File: config.mk
export PLATFORM = sky130hd
export DESIGN_NAME = one_slot_break_r
export DESIGN_NICKNAME = d
export VERILOG_FILES = /design/src/rtl/one_slot_break_r_pkg.sv /design/src/rtl/one_slot_break_r_dataless.sv /design/src/rtl/one_slot_break_r.sv
export SDC_FILE = /design/constraint.sdc
export NUM_CORES = 1
export LEC_CHECK = 0
export CORE_ASPECT_RATIO = 1.25
export CORE_MARGIN = 2
export CORE_UTILIZATION = 45
export CTS_BUF_LIST = sky130_fd_sc_hd__clkbuf_16
export CTS_CLUSTER_DIAMETER = 150
export DETAILED_ROUTE_END_ITERATION = 10
export GPL_TIMING_DRIVEN = 0
export PLACE_DENSITY = 0.84
export SYNTH_ARGS = -nofsm -noshare
export SYNTH_HDL_FRONTEND = slang
export SYNTH_SLANG_ARGS = --single-unit
File: constraint.sdc
create_clock -name clk -period 3.5 [get_ports clk]
set_input_delay 0.35 -clock clk [delete_from_list [all_inputs] [get_ports clk]]
set_output_delay 0.35 -clock clk [all_outputs]
set_load 0.03 [all_outputs]
File: src/rtl/one_slot_break_r_pkg.sv
// Shared constants and helpers for the ready-path register slice.
// Holds the default payload width and the next-occupancy rule used by the control.
package one_slot_break_r_pkg;

    localparam int unsigned OSB_DEFAULT_W = 32;

    // The slot stays occupied whenever a valid token is offered downstream but not taken.
    function automatic logic osb_full_next(input logic outs_valid, input logic outs_ready);
        return outs_valid & ~outs_ready;
    endfunction

endpackage

File: src/rtl/one_slot_break_r_dataless.sv
// Control half of the ready-path cut: the occupancy flop and the valid/ready logic.
// ins_ready comes straight from the flop, so outs_ready never reaches it combinationally.
module one_slot_break_r_dataless
    import one_slot_break_r_pkg::*;
(
    input  logic clk,
    input  logic rst,
    input  logic ins_valid,
    output logic ins_ready,
    output logic outs_valid,
    input  logic outs_ready
);

    logic full_q;
    logic full_d;

    // Next occupancy: hold while the offered token is refused.
    always_comb begin
        full_d = osb_full_next(outs_valid, outs_ready);
    end

    // Occupancy flop; reset empties the slot without waiting for an edge.
    always_ff @(posedge clk or negedge rst) begin
        if (!rst) begin
            full_q <= 1'b0;
        end else begin
            full_q <= full_d;
        end
    end

    assign ins_ready  = ~full_q;
    assign outs_valid = ins_valid | full_q;

endmodule

File: src/rtl/one_slot_break_r.sv
// Single-slot skid buffer cutting the backward (ready) path of a valid/ready channel.
// Transparent while empty; a refused token is parked in the data register until drained.
module one_slot_break_r
    import one_slot_break_r_pkg::*;
#(
    parameter int unsigned DATA_TYPE = OSB_DEFAULT_W
) (
    input  logic                 clk,
    input  logic                 rst,
    input  logic [DATA_TYPE-1:0] ins,
    input  logic                 ins_valid,
    output logic                 ins_ready,
    output logic [DATA_TYPE-1:0] outs,
    output logic                 outs_valid,
    input  logic                 outs_ready
);

    logic [DATA_TYPE-1:0] data_q;
    logic [DATA_TYPE-1:0] data_d;
    logic                 capture_s;

    one_slot_break_r_dataless u_ctrl (
        .clk        (clk),
        .rst        (rst),
        .ins_valid  (ins_valid),
        .ins_ready  (ins_ready),
        .outs_valid (outs_valid),
        .outs_ready (outs_ready)
    );

    // Park the incoming token only when the slot is empty and downstream refuses it.
    always_comb begin
        capture_s = ins_valid & ins_ready & ~outs_ready;
        if (capture_s) begin
            data_d = ins;
        end else begin
            data_d = data_q;
        end
    end

    // Payload register, cleared asynchronously together with the occupancy flop.
    always_ff @(posedge clk or negedge rst) begin
        if (!rst) begin
            data_q <= {DATA_TYPE{1'b0}};
        end else begin
            data_q <= data_d;
        end
    end

    // ins_ready low means the slot is full, so the parked token takes precedence.
    always_comb begin
        if (ins_ready) begin
            outs = ins;
        end else begin
            outs = data_q;
        end
    end

endmodule

==> run metrics <==
status finished clean; fin. max-slew vios 0; Tot Pwr 1.30 mW; met2 Use GR 0.361; Post-layout nets 220; DP Wirelength between 2000 and 3000 um; ANT cells 0; CP max FO 10; Setup Viol. Count Final 0; most frequent cells in the layout clkdlybuf4s50_1, mux2_2, dfrtp_1; maxcap violations 0; WL/cell around 17 um; routed vias ~1,100; I/O Buffers slightly below 70; Placement Rows 24; initial DRC count 11; ANT nets after route 0; Seq/Total Area, Yosys 0.503; YS warnings 0; Bufs and invs on worst path 3; period utilisation layout 0.668; Setup WS pre-CTS around 1.5 ns; die area roughly 4100 um^2; clock root cell clkbuf_16; Worst EP arrival about 2.0 ns; Power Density between 500 and 600 nW/um^2; die width between 50 and 60 um; Setup crit end kind primary output; global-route wire length before repair between 6000 and 7000 um; worst r2r dst data_q[2]$_DFFE_PN0P_; CTS Buf Count 5; Sink Count 33; Crit-path slowest cell clkdlybuf4s50_1; Worst VDD drop about 0.46 mV; CP Cell Sequence buf_6 > buf_2 > mux2_2 > clkdlybuf4s50_1; DRC 0; crit path capture outs[9]; routability cong. 0.704; Yosys reg bits 33; syn_nets approximately 140; CTS tree built; Least-Margin Pin Slew approximately 0.74 ns; Setup crit start kind register; Worst R2R Start u_ctrl.full_q$_DFF_PN0_; Initial Utilization 0.471; drt total wl 3750 um; Crit path depth 4; # hold bufs at CTS 0; vias in the first global route ~1,300; CTS resizes 0; largest net degree at the start of global routing 34; worst setup path start u_ctrl.full_q$_DFF_PN0_; Max transition margin 0.505; maximum root-to-sink buffer count 2; RSZ-0062 raised after global routing no; Worst-path clk slew around 0.05 ns; Skew-Pair Late Insertion Delay roughly 0.27 ns; CP Data Required Time 3.15 ns; initial antenna violation count 0; Syn Area/Cell between 15 and 20 um^2; GR Overflow Total 0; Cell variety after synth 9; Final Critical Period about 2.3 ns; commonest non-fill, non-tap cell in the layout clkdlybuf4s50_1; Mapped Area around 1600 um^2; critical path's top delay family buffers and inverters; Area Growth Syn to Fin 52.8%; share of layout cells above drive strength 1 0.408; met3 Use GR 0.0596; H-tree levels 2; Final Hold Violating Endpoints 0; Die Y ~72 um; depth of the worst register-to-register path 4; io pins 70; P_leak between 1 and 1.5 nW; slack of the critical path between 1 and 1.5 ns; hold crit path type input port to async pin; CP peak stage delay 0.61 ns; Post-CTS Setup Inserts 0; vias per std cell between 5 and 6; GR Util met1 0.215; setup_tns 0 ns; global route hottest layer met2; Total GRT Usage 0.201; fmax about 430 MHz; core area 3480 um^2; Crit Path Category register to primary output; R2R Setup Slk approximately 2 ns; TritonRoute pass-1 iters 2; Clock Skews about 0.0036 ns; Mapped Cells 108
area by class of cell:
class | count | area, um^2
Fill cell | 263 | 975
Multi-Input combinational cell | 67 | 752
Timing Repair Buffer | 69 | 686
Buffer | 7 | 60.1
Sequential cell | 33 | 826
Clock buffer | 5 | 125
Inverter | 1 | 3.75
Tap cell | 39 | 48.8
Clock inverter | 2 | 7.51
layer usage:
metal / vias to the layer above / wire length [um] / part of all wire
met5: - / 0 / 0
met4: 0 / 72 / 0.019
met3: 6 / 202 / 0.054
met2: 35 / 2160 / 0.58
met1: 572 / 1320 / 0.35
li1: 534 / - / -
synthesized netlist by cell type, drive strengths merged:
cell type	n	area, um^2
mux2	64	721
dfrtp	33	826
buf	7	60.1
inv	1	3.75
nor2b	1	6.26
nor3b	1	18.8
or2	1	6.26
logic make-up after synthesis:
| kind of cell | share of synthesized area |
|---|---|
| muxes | 0.439 |
| and+or+nand+nor | 0.0191 |
| buffers and inverters | 0.0389 |
| DFF | 0.503 |
through the flow:
stage	hold WS [ns]	cells	area, um^2	utilization
4_1_cts	0.165	223	2510	0.720
3_5_place_dp	0.459	216	2380	0.682
6_report	0.146	223	2510	0.720
3_3_place_gp	0.464	216	2380	0.684
2_1_floorplan	0.0544	108	1640	-
5_1_grt	0.195	223	2510	0.720
power breakdown:
part | leakage, nW | internal [mW] | switching [mW]
registers | 0.389 | 0.454 | 0.0339
clock network | 0.0685 | 0.253 | 0.143
logic | 0.565 | 0.220 | 0.191
total | 1.02 | 0.928 | 0.367
registers in the layout, indices dropped and copies added (netlist names):
name	flops
data_q	32
u_ctrl.full_q	1
worst min path at each step:
stage / from / slack (ns) / to
finish: rst / 0.15 / data_q[21]$_DFFE_PN0P_
global route: rst / 0.19 / data_q[22]$_DFFE_PN0P_
CTS: rst / 0.16 / data_q[18]$_DFFE_PN0P_
detailed placement: rst / 0.46 / data_q[18]$_DFFE_PN0P_
global placement: data_q[30]$_DFFE_PN0P_ / 0.46 / data_q[30]$_DFFE_PN0P_
floorplan: rst / 0.05 / data_q[0]$_DFFE_PN0P_
(Power assumes the default switching activity.)
